[config.mk]
export PLATFORM = sky130hd
export DESIGN_NAME = rps_match_ctrl
export DESIGN_NICKNAME = d
export VERILOG_FILES = /design/src/rtl/rps_defs.sv /design/src/rtl/rps_hold_timer.sv /design/src/rtl/rps_match_ctrl.sv
export SDC_FILE = /design/constraint.sdc
export NUM_CORES = 1
export LEC_CHECK = 0
export CAP_MARGIN = 0
export CORE_AREA = 2 2 64 66
export CTS_BUF_LIST = sky130_fd_sc_hd__clkbuf_8
export DETAILED_ROUTE_END_ITERATION = 16
export DIE_AREA = 0 0 66 68
export GPL_ROUTABILITY_DRIVEN = 0
export GPL_TIMING_DRIVEN = 0
export HOLD_SLACK_MARGIN = 0.06
export PLACE_DENSITY = 0.53
export SLEW_MARGIN = 5
export SYNTH_ARGS = -nofsm -noshare
export SYNTH_HDL_FRONTEND = slang
export SYNTH_HIERARCHICAL = 1
export SYNTH_SLANG_ARGS = --single-unit
[constraint.sdc]
create_clock -name clk -period 2.05 [get_ports clk]
set_input_delay 0.41 -clock clk [delete_from_list [all_inputs] [get_ports clk]]
set_output_delay 0.41 -clock clk [all_outputs]
set_load 0.005 [all_outputs]
[src/rtl/rps_defs.sv]
// Definitions shared by the rock-paper-scissors winner logic and the match controller:
// throw encodings, result codes, controller state encoding and a one-hot legality helper.
package rps_defs;

   localparam logic [2:0] ROCK     = 3'b100;
   localparam logic [2:0] PAPER    = 3'b010;
   localparam logic [2:0] SCISSORS = 3'b001;

   localparam logic [1:0] RES_A   = 2'b10;
   localparam logic [1:0] RES_B   = 2'b01;
   localparam logic [1:0] RES_TIE = 2'b00;

   typedef enum logic [1:0] {
      PLAY = 2'd0,
      HOLD = 2'd1,
      DONE = 2'd2
   } match_state_e;

   // A throw is legal only if it is exactly one of the three encodings.
   function automatic logic is_one_hot3(input logic [2:0] t);
      return (t == ROCK) || (t == PAPER) || (t == SCISSORS);
   endfunction

endpackage

[src/rtl/rps_hold_timer.sv]
// Post-round hold down-counter: load starts a countdown, clr aborts it,
// done is high whenever the count has reached zero.
module rps_hold_timer #(
   parameter int W = 2
) (
   input  logic         clk,
   input  logic         rst,
   input  logic         clr,
   input  logic         load,
   input  logic [W-1:0] load_val,
   output logic         done
);

   logic [W-1:0] count;

   always_ff @(posedge clk) begin
      if (rst || clr) begin
         count <= '0;
      end else if (load) begin
         count <= load_val;
      end else if (count != '0) begin
         count <= count - 1'b1;
      end
   end

   assign done = (count == '0);

endmodule

[src/rtl/rps_match_ctrl.sv]
// Match controller: accepts decided rounds, checks throw legality, keeps win/tie tallies,
// enforces a hold period between rounds and declares the match at WINS_TO_MATCH wins.
module rps_match_ctrl
   import rps_defs::*;
#(
   parameter int WINS_TO_MATCH = 3,
   parameter int CNT_W         = 3,
   parameter int TIE_W         = 4,
   parameter int HOLD_CYCLES   = 4
) (
   input  logic             clk,
   input  logic             rst,
   input  logic [2:0]       throw_a,
   input  logic [2:0]       throw_b,
   input  logic [2:0]       score,
   input  logic             round_valid,
   input  logic             new_match,
   output logic             round_ready,
   output logic [CNT_W-1:0] a_wins,
   output logic [CNT_W-1:0] b_wins,
   output logic [TIE_W-1:0] ties,
   output logic [1:0]       last_result,
   output logic             illegal_throw,
   output logic             match_over,
   output logic [1:0]       match_winner
);

   localparam int               TMR_W     = (HOLD_CYCLES > 1) ? $clog2(HOLD_CYCLES) : 1;
   localparam logic [TMR_W-1:0] HOLD_LOAD = TMR_W'(HOLD_CYCLES - 1);
   localparam logic [CNT_W-1:0] WIN_LIM   = CNT_W'(WINS_TO_MATCH);
   localparam logic [TIE_W-1:0] TIE_MAX   = '1;

   match_state_e     state, state_nxt;
   logic             legal;
   logic [CNT_W-1:0] a_inc, b_inc;
   logic             inc_a, inc_b, inc_tie, bad_round;
   logic             timer_load, timer_done;
   logic             unused_score;

   // score[2] carries nothing for this block.
   assign unused_score = score[2];

   assign legal = is_one_hot3(throw_a) && is_one_hot3(throw_b) && (score[1:0] != 2'b11);
   assign a_inc = a_wins + 1'b1;
   assign b_inc = b_wins + 1'b1;

   rps_hold_timer #(
      .W (TMR_W)
   ) u_hold_timer (
      .clk      (clk),
      .rst      (rst),
      .clr      (new_match),
      .load     (timer_load),
      .load_val (HOLD_LOAD),
      .done     (timer_done)
   );

   always_ff @(posedge clk) begin
      if (rst) begin
         state <= PLAY;
      end else begin
         state <= state_nxt;
      end
   end

   always_comb begin
      state_nxt  = state;
      inc_a      = 1'b0;
      inc_b      = 1'b0;
      inc_tie    = 1'b0;
      bad_round  = 1'b0;
      timer_load = 1'b0;
      // new_match outranks any round strobed in the same cycle.
      if (new_match) begin
         state_nxt = PLAY;
      end else begin
         case (state)
            PLAY: begin
               if (round_valid) begin
                  if (!legal) begin
                     bad_round = 1'b1;
                  end else begin
                     inc_a   = score[1];
                     inc_b   = score[0];
                     inc_tie = ~|score[1:0];
                     if ((score[1] && (a_inc == WIN_LIM)) || (score[0] && (b_inc == WIN_LIM))) begin
                        state_nxt = DONE;
                     end else begin
                        state_nxt  = HOLD;
                        timer_load = 1'b1;
                     end
                  end
               end
            end
            HOLD: begin
               if (timer_done) begin
                  state_nxt = PLAY;
               end
            end
            DONE: begin
               state_nxt = DONE;
            end
            default: begin
               state_nxt = PLAY;
            end
         endcase
      end
   end

   always_ff @(posedge clk) begin
      if (rst || new_match) begin
         a_wins        <= '0;
         b_wins        <= '0;
         ties          <= '0;
         last_result   <= RES_TIE;
         match_winner  <= 2'b00;
         illegal_throw <= 1'b0;
      end else begin
         illegal_throw <= bad_round;
         if (inc_a) begin
            a_wins <= a_inc;
         end
         if (inc_b) begin
            b_wins <= b_inc;
         end
         if (inc_tie && (ties != TIE_MAX)) begin
            ties <= ties + 1'b1;
         end
         if (inc_a || inc_b || inc_tie) begin
            last_result <= score[1:0];
         end
         if ((state_nxt == DONE) && (state != DONE)) begin
            match_winner <= inc_a ? RES_A : RES_B;
         end
      end
   end

   // Status outputs are registered copies of the upcoming state.
   always_ff @(posedge clk) begin
      if (rst) begin
         round_ready <= 1'b1;
         match_over  <= 1'b0;
      end else begin
         round_ready <= (state_nxt == PLAY);
         match_over  <= (state_nxt == DONE);
      end
   end

endmodule
==> insert_results.sql <==
INSERT INTO impl_metrics (metric_group, metric, value, unit) VALUES
('worst_hold_path', 'min-delay-path-class', 'input pin to register', ''),
('critical_path', 'critical_path.endpoint_type', 'register', ''),
('layout', 'post-route-util', '0.412', ''),
('synth', 'netlist_area', '0.00112', 'mm2'),
('synth', 'synthDominantCellAreaShare', '0.374', ''),
('layout', 'layout.cells.most_common_list', 'sky130_fd_sc_hd__clkdlybuf4s50_1 (22), sky130_fd_sc_hd__dfxtp_1 (21), sky130_fd_sc_hd__nand2_1 (14)', ''),
('synth', 'asr_flop_ratio_synth', '0', ''),
('clocking', 'clock_sink_count', '21', ''),
('layout', 'final_net_count', '182', ''),
('clocking', 'clock_tree.root_cell', 'sky130_fd_sc_hd__clkbuf_8', ''),
('synth', 'synth.avg_cell_area', '8.71', 'um2'),
('synth', 'synth-compound-area-share', '0.163', ''),
('route', 'first_iter_violations', '40', ''),
('placed_design', 'hpwl', '2.14', 'mm'),
('power', 'static_leakage_power', '0.545', 'nW'),
('grt', 'grt_most_used_layer', 'met2', ''),
('clocking', 'cts-htree-levels', '1', ''),
('layout', 'post_route_cells_drive_above_1_share', '0.148', ''),
('outcome', 'outcome', 'finished, final reports clean', ''),
('critical_path', 'r2r_end', 'u_hold_timer/count[1]$_SDFFE_PP0P_', ''),
('power', 'p_switching', '0.000210', 'W'),
('synth', 'synth_area_leader_cell', 'sky130_fd_sc_hd__dfxtp_1', ''),
('critical_path', 'timing.reg2reg.worst_path_depth', '7', ''),
('critical_path', 'regToRegSetupSlack', '0.14', 'ns'),
('route', 'route.detailed.vias_per_inst', '5.01', ''),
('timing', 'worst_hold_slack_across_all_endpoints', '0.402', 'ns'),
('synth', 'synth_seq_cells', '21', ''),
('clocking', 'clock_insertion_delay_worst_skew', '0.26', 'ns'),
('route', 'drtAntennaViolNets', '0', ''),
('critical_path', 'critPathRequiredTime', '2.24', 'ns'),
('floorplan', 'floorplan.initialDensity', '0.291', ''),
('synth', 'dominant_combinational_cell_family_by_area_after_synthesis', 'simple AND/OR/NAND/NOR gates', ''),
('floorplan', 'core.rowCount', '23', ''),
('floorplan', 'core-area', '0.00386', 'mm2'),
('clocking', 'cts_tree', 'done', ''),
('floorplan', 'design.die.area', '0.00449', 'mm2'),
('power', 'worst_ir_drop_vdd', '0.270', 'mV'),
('timing', 'final-max-slew-violation-count', '0', ''),
('layout', 'area.growth.synth_to_final', '41.3', '%'),
('floorplan', 'chipWidth', '66', 'um'),
('grt', 'grt_start_max_net_pins', '13', ''),
('timing', 'timing.final.setup_violations', '0', ''),
('grt', 'global_route.usage.met2', '0.226', ''),
('floorplan', 'die_y', '68', 'um'),
('power', 'share_seq_of_total_power', '0.512', ''),
('layout', 'post-route-cell-area', '0.00159', 'mm2'),
('route', 'post_drt_wl_per_cell', '13.9', 'um'),
('power', 'powerDensity', '508', 'mW/mm2'),
('worst_hold_path', 'min-delay-start', 'score[1]', ''),
('timing', 'max_freq', '511', 'MHz'),
('timing', 'final_hold_viols', '0', ''),
('critical_path', 'worst_ep_arrival_time', '2.15', 'ns'),
('placed_design', 'buffer_ports.inserted', '27', ''),
('placed_design', 'dpl_worst_slack', '-0.803', 'ns'),
('power', 'clock_power_share', '0.348', ''),
('timing', 'worst_margin_pin_slew', '0.536', 'ns'),
('layout', 'final_common_cell', 'sky130_fd_sc_hd__clkdlybuf4s50_1', ''),
('critical_path', 'reg2reg_from', 'a_wins[0]$_SDFFE_PP0P_', ''),
('timing', 'final_period_minus_worst_setup_slack', '1.96', 'ns'),
('layout', 'diodes', '0', ''),
('synth', 'synthCells', '129', ''),
('critical_path', 'setup.worst_path.class', 'input pin to register', ''),
('route', 'drcViolationCount', '0', ''),
('synth', 'ys_seq_area_frac', '0.374', ''),
('power', 'power_frac_comb', '0.140', ''),
('timing', 'slew-limit-headroom', '0.641', ''),
('grt', 'grt_first_pass_wirelength', '4.75', 'mm'),
('grt', 'globalRoute.totalOverflow', '0', ''),
('critical_path', 'worst_setup_path_start_kind', 'input pin', ''),
('grt', 'grt_util_met3', '0.0263', ''),
('power', 'switching_share', '0.260', '');
-- metal layers --
layer / share of wire / wire length (um)
met1: 0.47 / 1390
met2: 0.47 / 1370
met3: 0.049 / 143
met4: 0.013 / 37
met5: 0 / 0
-- repair_timing --
action                                  CTS  global route
gates resized for setup                  11            10
buffers inserted                          2             0
pin swaps                                 2             2
endpoints found under the setup margin   17             6
-- worst max path at each step --
stage                     cells after the start                                  to  startpoint
after floorplan                               7  u_hold_timer/count[1]$_SDFFE_PP0P_    score[1]
after global placement                        7  u_hold_timer/count[1]$_SDFFE_PP0P_    score[0]
after detailed placement                      7  u_hold_timer/count[1]$_SDFFE_PP0P_    score[0]
after CTS                                     8  u_hold_timer/count[1]$_SDFFE_PP0P_    score[0]
after global routing                          8  u_hold_timer/count[1]$_SDFFE_PP0P_    score[0]
final                                         7  u_hold_timer/count[1]$_SDFFE_PP0P_  throw_b[0]
-- power groups by stage --
stage / registers [W] / logic [W] / clock network [W]
3_5_place_dp: 0.000423 / 0.0000995 / 0
5_1_grt: 0.000414 / 0.000125 / 0.000306
2_1_floorplan: 0.000423 / 0.0000527 / 0
3_3_place_gp: 0.000423 / 0.0000979 / 0
4_1_cts: 0.000414 / 0.000107 / 0.000282
6_report: 0.000413 / 0.000113 / 0.000281
-- area by class of cell --
type,instances,area (um2)
clock buffer,3,41.3
buffer,5,31.3
multi-input combinational,98,722
inverter,5,18.8
timing repair buffer,29,287
sequential,21,420
fill,405,2270
tap,50,62.6
clock inverter,1,5.00
-- cells by family (layout without fill, tap and decap cells) --
family,count (synthesis),in the layout
AOI/OAI and AO/OA,26,26
other,1,2
adders and majority gates,6,6
muxes,7,7
and+or+nand+nor,54,54
xor gates and xnor gates,3,3
DFF,21,21
buffers and inverters,11,43
-- registers in the layout, indices dropped and copies added, names as in the netlist --
name                cells
state                   2
a_wins                  3
illegal_throw           1
round_ready             1
b_wins                  3
match_winner            2
match_over              1
u_hold_timer/count      2
last_result             2
ties                    4
-- metrics by stage --
| step | std cells | total power (W) |
|---|---|---|
| 6_report | 212 | 0.000807 |
| 2_1_floorplan | 130 | 0.000476 |
| 3_3_place_gp | 207 | 0.000521 |
| 4_1_cts | 212 | 0.000803 |
| 5_1_grt | 212 | 0.000845 |
| 3_5_place_dp | 207 | 0.000523 |
-- critical path, stage by stage --
cell,delay (ns)
sky130_fd_sc_hd__clkdlybuf4s50_1,0.43
sky130_fd_sc_hd__o21ai_0,0.26
sky130_fd_sc_hd__and4_4,0.34
sky130_fd_sc_hd__nand3_4,0.09
sky130_fd_sc_hd__nor2_4,0.11
sky130_fd_sc_hd__or4bb_1,0.43
sky130_fd_sc_hd__o31ai_2,0.07
-- cells in the mapped netlist (2+ instances only) --
| master | number |
|---|---|
| sky130_fd_sc_hd__nand2_1 | 14 |
| sky130_fd_sc_hd__nand3_1 | 7 |
| sky130_fd_sc_hd__inv_1 | 5 |
| sky130_fd_sc_hd__ha_1 | 6 |
| sky130_fd_sc_hd__nor2_1 | 7 |
| sky130_fd_sc_hd__o32ai_1 | 3 |
| sky130_fd_sc_hd__o31ai_1 | 3 |
| sky130_fd_sc_hd__mux2i_1 | 5 |
| sky130_fd_sc_hd__a311oi_1 | 2 |
| sky130_fd_sc_hd__clkbuf_1 | 3 |
| sky130_fd_sc_hd__o21ai_0 | 5 |
| sky130_fd_sc_hd__nor3_1 | 4 |
| sky130_fd_sc_hd__or4_1 | 3 |
| sky130_fd_sc_hd__xnor2_1 | 2 |
| sky130_fd_sc_hd__nor2b_1 | 2 |
| sky130_fd_sc_hd__and2_1 | 2 |
| sky130_fd_sc_hd__dfxtp_1 | 21 |
| sky130_fd_sc_hd__or3_1 | 6 |
| sky130_fd_sc_hd__mux2_2 | 2 |
| sky130_fd_sc_hd__a31oi_1 | 2 |
| sky130_fd_sc_hd__a21oi_1 | 6 |
No activity file was read; power rests on OpenSTA's default activity.
